`src/rtl/raster_scan_timing.sv`:
```
`default_nettype none
// ============================================================================
// raster_scan_timing : raster timing generator and pixel output stage; drives
// the converter's scan inputs and maps returned intensity onto VGA RGB pins.
// Optional build macro RASTER_PHOSPHOR_EN selects P7 two-layer colouring.
// Revision: 1.0
// ============================================================================
module raster_scan_timing #(
  parameter int X_WIDTH     = 10,
  parameter int Y_WIDTH     = 10,
  parameter int AGE_WIDTH   = 8,
  parameter int H_ACTIVE    = 1024,
  parameter int H_FP        = 24,
  parameter int H_SYNC      = 136,
  parameter int H_BP        = 160,
  parameter int V_ACTIVE    = 768,
  parameter int V_FP        = 3,
  parameter int V_SYNC      = 6,
  parameter int V_BP        = 29,
  parameter bit HSYNC_POL   = 1'b0,
  parameter bit VSYNC_POL   = 1'b0,
  parameter int PIX_LATENCY = 1
) (
  input  logic                 clk_i,
  input  logic                 rst_n_i,
  input  logic [AGE_WIDTH-1:0] pixel_i,
  output logic [X_WIDTH-1:0]   xout_o,
  output logic [Y_WIDTH-1:0]   yout_o,
  output logic                 newline_o,
  output logic                 newframe_o,
  output logic                 hsync_o,
  output logic                 vsync_o,
  output logic                 de_o,
  output logic [7:0]           r_o,
  output logic [7:0]           g_o,
  output logic [7:0]           b_o
);

  localparam int H_TOTAL = H_ACTIVE + H_FP + H_SYNC + H_BP;
  localparam int V_TOTAL = V_ACTIVE + V_FP + V_SYNC + V_BP;
  localparam int HC_W = ($clog2(H_TOTAL + 1) > X_WIDTH) ? $clog2(H_TOTAL + 1) : X_WIDTH;
  localparam int VC_W = ($clog2(V_TOTAL + 1) > Y_WIDTH) ? $clog2(V_TOTAL + 1) : Y_WIDTH;
`ifdef RASTER_PHOSPHOR_EN
  localparam int STAGES = PIX_LATENCY + 2;
`else
  localparam int STAGES = PIX_LATENCY + 1;
`endif

  localparam logic [HC_W-1:0] c_h_last   = HC_W'(H_TOTAL - 1);
  localparam logic [HC_W-1:0] c_h_active = HC_W'(H_ACTIVE);
  localparam logic [HC_W-1:0] c_hs_start = HC_W'(H_ACTIVE + H_FP);
  localparam logic [HC_W-1:0] c_hs_end   = HC_W'(H_ACTIVE + H_FP + H_SYNC);
  localparam logic [VC_W-1:0] c_v_last   = VC_W'(V_TOTAL - 1);
  localparam logic [VC_W-1:0] c_v_active = VC_W'(V_ACTIVE);
  localparam logic [VC_W-1:0] c_vs_start = VC_W'(V_ACTIVE + V_FP);
  localparam logic [VC_W-1:0] c_vs_end   = VC_W'(V_ACTIVE + V_FP + V_SYNC);

  logic [HC_W-1:0]   r_hcnt;
  logic [VC_W-1:0]   r_vcnt;
  logic [STAGES-1:0] r_act_pipe;
  logic [STAGES-1:0] r_hs_pipe;
  logic [STAGES-1:0] r_vs_pipe;
  logic [23:0]       r_rgb;
  logic              w_h_vis;
  logic              w_v_vis;
  logic              w_active;
  logic              w_hs_raw;
  logic              w_vs_raw;
  logic              w_act_tap;
  logic [7:0]        w_i8;
  logic [7:0]        w_r;
  logic [7:0]        w_g;
  logic [7:0]        w_b;

  always_ff @(posedge clk_i or negedge rst_n_i) begin
    if (!rst_n_i) begin
      r_hcnt <= '0;
      r_vcnt <= '0;
    end else if (r_hcnt == c_h_last) begin
      r_hcnt <= '0;
      r_vcnt <= (r_vcnt == c_v_last) ? '0 : r_vcnt + 1'b1;
    end else begin
      r_hcnt <= r_hcnt + 1'b1;
    end
  end

  assign w_h_vis  = (r_hcnt < c_h_active);
  assign w_v_vis  = (r_vcnt < c_v_active);
  assign w_active = w_h_vis & w_v_vis;
  assign w_hs_raw = (r_hcnt >= c_hs_start) && (r_hcnt < c_hs_end);
  assign w_vs_raw = (r_vcnt >= c_vs_start) && (r_vcnt < c_vs_end);

  assign xout_o     = w_h_vis ? r_hcnt[X_WIDTH-1:0] : '0;
  assign yout_o     = w_v_vis ? r_vcnt[Y_WIDTH-1:0] : '0;
  assign newline_o  = rst_n_i & (r_hcnt == c_h_active);
  assign newframe_o = rst_n_i & (r_hcnt == '0) & (r_vcnt == c_v_active);

  always_ff @(posedge clk_i or negedge rst_n_i) begin
    if (!rst_n_i) begin
      r_act_pipe <= '0;
      r_hs_pipe  <= '0;
      r_vs_pipe  <= '0;
    end else begin
      r_act_pipe[0] <= w_active;
      r_hs_pipe[0]  <= w_hs_raw;
      r_vs_pipe[0]  <= w_vs_raw;
      for (int s = 1; s < STAGES; s++) begin
        r_act_pipe[s] <= r_act_pipe[s-1];
        r_hs_pipe[s]  <= r_hs_pipe[s-1];
        r_vs_pipe[s]  <= r_vs_pipe[s-1];
      end
    end
  end

  // Active flag as it stood when the pixel now on pixel_i was addressed.
  generate
    if (PIX_LATENCY == 0) begin : g_tap_comb
      assign w_act_tap = w_active;
    end else begin : g_tap_pipe
      assign w_act_tap = r_act_pipe[PIX_LATENCY-1];
    end
  endgenerate

  generate
    if (AGE_WIDTH >= 8) begin : g_i8_top
      assign w_i8 = pixel_i[AGE_WIDTH-1 -: 8];
    end else begin : g_i8_ext
      assign w_i8 = {{(8-AGE_WIDTH){1'b0}}, pixel_i};
    end
  endgenerate

  always_comb begin
    w_r = w_i8;
    w_g = w_i8;
    w_b = w_i8;
`ifdef RASTER_PHOSPHOR_EN
    if (w_i8 >= 8'hE0) begin
      w_r = w_i8 - 8'h20;
      w_g = w_i8 - 8'h10;
      w_b = 8'hFF;
    end else begin
      w_r = {1'b0, w_i8[7:1]};
      w_g = w_i8;
      w_b = {3'b000, w_i8[7:3]};
    end
`endif
  end

`ifdef RASTER_PHOSPHOR_EN
  logic [23:0] r_map;

  always_ff @(posedge clk_i or negedge rst_n_i) begin
    if (!rst_n_i) begin
      r_map <= '0;
      r_rgb <= '0;
    end else begin
      r_map <= w_act_tap ? {w_r, w_g, w_b} : 24'h0;
      r_rgb <= r_map;
    end
  end
`else
  always_ff @(posedge clk_i or negedge rst_n_i) begin
    if (!rst_n_i) begin
      r_rgb <= '0;
    end else begin
      r_rgb <= w_act_tap ? {w_r, w_g, w_b} : 24'h0;
    end
  end
`endif

  assign de_o    = r_act_pipe[STAGES-1];
  assign hsync_o = r_hs_pipe[STAGES-1] ? HSYNC_POL : ~HSYNC_POL;
  assign vsync_o = r_vs_pipe[STAGES-1] ? VSYNC_POL : ~VSYNC_POL;
  assign r_o     = r_rgb[23:16];
  assign g_o     = r_rgb[15:8];
  assign b_o     = r_rgb[7:0];

endmodule
`default_nettype wire

```
`config.mk`:
```
export PLATFORM = sky130hd
export DESIGN_NAME = raster_scan_timing
export DESIGN_NICKNAME = d
export VERILOG_FILES = /design/src/rtl/raster_scan_timing.sv
export SDC_FILE = /design/constraint.sdc
export NUM_CORES = 1
export LEC_CHECK = 0
export BUFFER_PORTS_ARGS = -buffer_cell sky130_fd_sc_hd__buf_2
export CAP_MARGIN = 20
export CORE_MARGIN = 2
export CORE_UTILIZATION = 40
export CTS_BUF_LIST = sky130_fd_sc_hd__clkbuf_8
export DETAILED_ROUTE_END_ITERATION = 8
export PLACE_DENSITY_LB_ADDON = 0.1
export SYNTH_ARGS = -nofsm -noshare
export SYNTH_HDL_FRONTEND = slang
export SYNTH_SLANG_ARGS = --single-unit
export TNS_END_PERCENT = 30
```
`constraint.sdc`:
```
create_clock -name clk_i -period 1.7 [get_ports clk_i]
set_input_delay 0.255 -clock clk_i [delete_from_list [all_inputs] [get_ports clk_i]]
set_output_delay 0.255 -clock clk_i [all_outputs]
set_load 0.05 [all_outputs]
```
# Word level (Yosys, flattened, before mapping)
# Index checks and enable logic that the tools add are counted.
dict set report classes {
  n_addsub 2
  order_cmp 6
  eq_ne 4
  mux 7
  n_bitwise 4
  reduce_logical 3
}
# op count
set op_table {}
lappend op_table {{2-to-1 mux 10 bit} 3}
lappend op_table {{2-to-1 mux 24 bit} 1}
lappend op_table {{== test 11 bit (second input constant)} 2}
lappend op_table {{< comparator 11 bit (second input constant)} 2}
lappend op_table {{== test 10 bit (second input constant)} 2}
lappend op_table {{< comparator 10 bit (second input constant)} 2}
lappend op_table {{adder 11 x 1 -> 11 bit (second input constant)} 1}
lappend op_table {{>= comparator 11 bit (second input constant)} 1}
lappend op_table {{zero test 11 bit} 1}
lappend op_table {{2-to-1 mux 11 bit} 1}
lappend op_table {{adder 10 x 1 -> 10 bit (second input constant)} 1}
lappend op_table {{>= comparator 10 bit (second input constant)} 1}
lappend op_table {{bitwise AND 1 bit} 4}
lappend op_table {{logical AND 1 bit} 2}
lappend op_table {{2-to-1 mux 1 bit} 2}
dict set report totals {
  reg_bits 51
  inputBits 10
  output_inout_bits 49
  wordCells 32
}

# Logic depth before layout (Yosys ltp)
dict set report logic_depth {
  ltp_word 3
  depth_mapped 7
  ltp_nobuf 6
}

# Worst setup path after synthesis
# OpenSTA, ideal clock, no wires.
dict set report synth_path {
  kind {register to output}
  startpoint {register r_vcnt[7]}
  endpoint {output newframe_o}
  t_arrival_ns 2.533
  required_ns 1.445
  setup_slack_ns -1.088
  path_stages_with_launch 4
  path_buffers 0
  cell_sequence {dfrtp_1 -> or2_2 -> or3_1 -> nor4_1}
}
dict set report synth_via {
  elab_chain_len 2
}
# item line_no
set synth_lines {}
lappend synth_lines {{start: declaration} 59} ;# logic [VC_W-1:0] r_vcnt;
lappend synth_lines {{start signal: assignment} 81} ;# r_vcnt <= (r_vcnt == c_v_last) ? '0 : r_vcnt + 1'b1;
lappend synth_lines {{== test 10 bit} 96} ;# assign newframe_o = rst_n_i & (r_hcnt == '0) & (r_vcnt == c_v_active);
lappend synth_lines {{bitwise AND 1 bit} 96}
lappend synth_lines {{end: declaration} 30} ;# output logic newframe_o,
# Every way passes these cells.

# Worst setup path after layout
dict set report layout_path {
  startpoint {register r_vcnt[0]}
  endpoint {output newframe_o}
}
# The elaborated chain is that of the path after synthesis.

==> Flow_metrics.wiki <==
{| class="wikitable"
! Metric !! Value
|-
| Run status || complete, but fails checks
|-
| Vias || 1560
|-
| Final worst slack || -0.262 ns
|-
| Clock buffer count from CTS || 5
|-
| Mean cell area of the mapped netlist || 9.66 um^2
|-
| Placer Congestion || 0.867
|-
| Library cells used by synthesis || 42
|-
| Area of the multi-input gates || 896 um^2
|-
| Syn Nets || 214
|-
| Number of placement rows || 25
|-
| Global-route congestion overflow total || 0
|-
| Sequential power share || 0.530
|-
| CTS tree || yes
|-
| Antenna violations before repair || 0
|-
| Total number of yosys warnings || 0
|-
| EDFF count, synth || 0
|-
| Kind of cell with the highest combined delay on the critical path || simple AND/OR/NAND/NOR gates
|-
| Fill cell instance count of the final layout || 436
|-
| Sink Count || 35
|-
| Syn Std Cell Area || 1910 um^2
|-
| Leakage power of the design || 0.00127 uW
|-
| Largest net degree at the start of global routing || 36
|-
| Tightest Pin Transition || between 0.4 and 0.5 ns
|-
| Post-place setup slack || -0.106 ns
|-
| Proportion of power drawn by combinational gates || 0.106
|-
| Cells along the critical path || inv_2 -> ha_1 -> nor4b_4 -> nand3_2 -> nor4_4 -> buf_6
|-
| Antenna Violating Nets Remaining || 0
|-
| Clock skew after layout || 0.00406 ns
|-
| Class of the worst hold path || input port to asynchronous set/reset pin
|-
| RSZ-0062 raised after global routing || true
|-
| P&R area growth vs syn || 33.9%
|-
| Layout net count || between 200 and 300
|-
| Switching power || 439 uW
|-
| Tcrit/Tclk final || 1.15
|-
| Number of global-route vias before repair || about 1400
|-
| Number of buffers inserted for hold repair after clock tree synthesis || 0
|-
| Cell Pwr Density || 624 nW/um^2
|-
| CTS H-Tree Depth || 2
|-
| Layout Cell Area excl Fill || ~2600 um^2
|-
| Max rail drop VDD || ~0.52 mV
|-
| Synthesized netlist cell count || 198
|-
| Final number of hold-violating endpoints || 0
|-
| Vertical die dimension || 73.1 um
|-
| Smallest hold slack || about 0.030 ns
|-
| Most used flip-flop cell after synthesis || sky130_fd_sc_hd__dfrtp_1
|-
| Layout cell share with drive strength beyond 1 || 0.439
|-
| Max Root-Sink Buffers || 2
|-
| Post-synthesis sequential element count || 35
|-
| Placed Instances || between 300 and 400
|-
| Area post-placement || ~2400 um^2
|-
| Number of buffer and inverter instances along the worst setup path || 2
|-
| Net Sw Frac || 0.274
|-
| CTS clock-pin slew for the worst setup and hold paths || 0.07 ns
|-
| Max-slew violations || 0
|-
| Startpoint type of the worst setup path || flop
|-
| Worst relative slew slack || 0.686
|-
| Max Clk Rate || 510 MHz
|-
| Number of buffers added on ports || 58
|-
| Path type of the worst setup path || flop to output pin
|-
| Maximum Capacitance Violations || 0
|-
| Drt total wl || 4210 um
|-
| Worst EP arrival || 1.71 ns
|-
| Asr flop ratio synth || 1.00
|-
| Initial cell density of the core || 0.410
|-
| Total power after layout || 1600 uW
|-
| I/O pin count || 59
|-
| Drt via density || 4.80
|-
| Cell with the largest stage delay on the worst path || sky130_fd_sc_hd__dfrtp_1
|-
| Final critical path time including I/O delays and setup || between 1.5 and 2 ns
|-
| Worst Path Required || approximately 1.4 ns
|-
| Proportion of power drawn by the clock network || 0.364
|-
| Detailed placement HPWL || 3090 um
|-
| Die width || 73.1 um
|-
| First-pass GRT wire length || 6710 um
|-
| Number of search-and-repair iterations in the first detailed-routing pass || 4
|-
| Total core area || 4660 um^2
|-
| Internal power consumption || roughly 1200 uW
|-
| Count of placed standard cells in the final layout, fillers left out || 325
|-
| Inserted Diodes || 0
|-
| Critical-path maximum fanout || 2
|-
| Initial detailed-routing violation count || 58
|-
| Clock tree root driver cell || sky130_fd_sc_hd__clkbuf_8
|-
| Setup-failing EPs final || 2
|-
| Overall Global Routing Usage || 0.163
|-
| DIE AREA || 5350 um^2
|-
| Highest cell delay on the worst timing path || about 0.39 ns
|-
| Violations in the final reports || setup timing
|-
| Part of the Yosys area used for sequential elements || 0.458
|-
| Latest clock arrival within the worst-skew pair || around 0.28 ns
|-
| Area of all sequential standard cells || 877 um^2
|-
| Critical Path Sink Type || output pin
|-
| Residual DRC count || 0
|-
| Routed WL per cell || 12.9 um
|}
-- power by group through the flow --
stage	Sequential, uW	Clock (uW)	Combinational [uW]
floorplan	900	0	107
global placement	863	0	172
detailed placement	863	0	172
CTS	847	603	172
global route	848	638	180
finish	847	582	170
-- registers in the layout, summed over array words and instances, names as in the netlist --
register,count
r_act_pipe,2
r_vcnt,10
r_rgb,8
r_vs_pipe,2
r_hs_pipe,2
r_hcnt,11
-- cell usage after synthesis (all sizes together), types with 2 or more instances --
cell type | number | area [um^2]
a41oi | 2 | 17.5
and3 | 8 | 51.3
a21oi | 11 | 55.1
nand2 | 7 | 26.3
inv | 11 | 41.3
ha | 6 | 75.1
a2111oi | 2 | 17.5
and2 | 13 | 82.6
nor4 | 2 | 12.5
buf | 23 | 161
o21ai | 4 | 20.0
or4 | 2 | 15.0
nor4b | 2 | 32.5
xor2 | 3 | 26.3
dfrtp | 35 | 876
xnor2 | 6 | 52.6
nor2 | 10 | 37.5
clkbuf | 4 | 15.0
nand4 | 3 | 18.8
or3 | 2 | 12.5
nand3 | 15 | 80.1
mux2i | 2 | 20.0
nor2b | 8 | 50.1
nor3 | 6 | 30.0
-- metal layers --
metal / wire length, um / global-route usage / vias to the layer above
met5: 0 / 0 / -
met4: 15 / 0.0370 / 0
met3: 214 / 0.0387 / 2
met2: 1920 / 0.242 / 47
met1: 2060 / 0.239 / 706
li1: - / - / 805
-- path summary, 6_finish.rpt --
| check | to | slack (ns) | start | cells past startpoint |
|---|---|---|---|---|
| max in group asynchronous | r_rgb[21]$_DFF_PN0_ | 1.33 | rst_n_i | 2 |
| min in group clk_i | r_rgb[15]$_DFF_PN0_ | 0.18 | pixel_i[7] | 2 |
| setup reg to reg | r_vcnt[9]$_DFFE_PN0N_ | 0.01 | r_hcnt[7]$_DFF_PN0_ | 5 |
| hold / removal | r_hcnt[7]$_DFF_PN0_ | 0.03 | rst_n_i | 2 |
| hold reg to reg | r_vs_pipe[1]$_DFF_PN0_ | 0.35 | r_vs_pipe[0]$_DFF_PN0_ | 0 |
| setup / recovery | newframe_o | -0.26 | r_vcnt[0]$_DFFE_PN0N_ | 6 |
-- cells by family after synthesis --
kind of cell               Yosys count  share of synthesized area
DFF                                 35                      0.458
adders and majority gates            6                     0.0393
xor gates and xnor gates             9                     0.0412
muxes                                2                     0.0105
buffers and inverters               38                      0.114
AOI/OAI and AO/OA                   24                     0.0772
and+or+nand+nor                     84                      0.260
-- cell usage in the layout, fill, tap and decap left out, types with 7 or more instances in the layout --
| cell type | n |
|---|---|
| sky130_fd_sc_hd__buf_2 | 48 |
| sky130_fd_sc_hd__dfrtp_1 | 34 |
| sky130_fd_sc_hd__buf_4 | 32 |
| sky130_fd_sc_hd__nand3_1 | 13 |
| sky130_fd_sc_hd__and2_1 | 12 |
| sky130_fd_sc_hd__nor2_1 | 10 |
| sky130_fd_sc_hd__a21oi_1 | 10 |
| sky130_fd_sc_hd__inv_1 | 8 |
| sky130_fd_sc_hd__nor2b_1 | 8 |
| sky130_fd_sc_hd__and3_1 | 7 |
| sky130_fd_sc_hd__nand2_1 | 7 |
| sky130_fd_sc_hd__clkbuf_4 | 7 |
-- repair_timing --
item,4_1_cts,5_1_grt
setup endpoints to repair,6,21
gates resized for setup,8,19
hold endpoints to repair,0,0
pin swaps,2,5
gates cloned,0,0
setup buffers,2,1
-- worst register-to-register path, stage by stage (launching register included) --
cell	delay, ns
sky130_fd_sc_hd__dfrtp_1	0.41
sky130_fd_sc_hd__buf_6	0.13
sky130_fd_sc_hd__nor4b_4	0.30
sky130_fd_sc_hd__nand3_2	0.17
sky130_fd_sc_hd__or4b_1	0.52
sky130_fd_sc_hd__o21ai_1	0.08
-- stage by stage --
step / util / setup TNS, ns
floorplan: - / -0.164
global placement: 0.507 / -0.0550
detailed placement: 0.507 / -0.129
CTS: 0.536 / -0.390
global route: 0.549 / -0.729
finish: 0.549 / -0.315
-- cell type report --
type	instances	share of cell area
Sequential cell	35	0.343
Tap cell	54	0.0264
Inverter	11	0.0161
Clock buffer	5	0.0269
Clock inverter	3	0.00782
Multi-Input combinational cell	125	0.350
Timing Repair Buffer	92	0.230
Note: power is estimated with default switching activity, not from simulation.
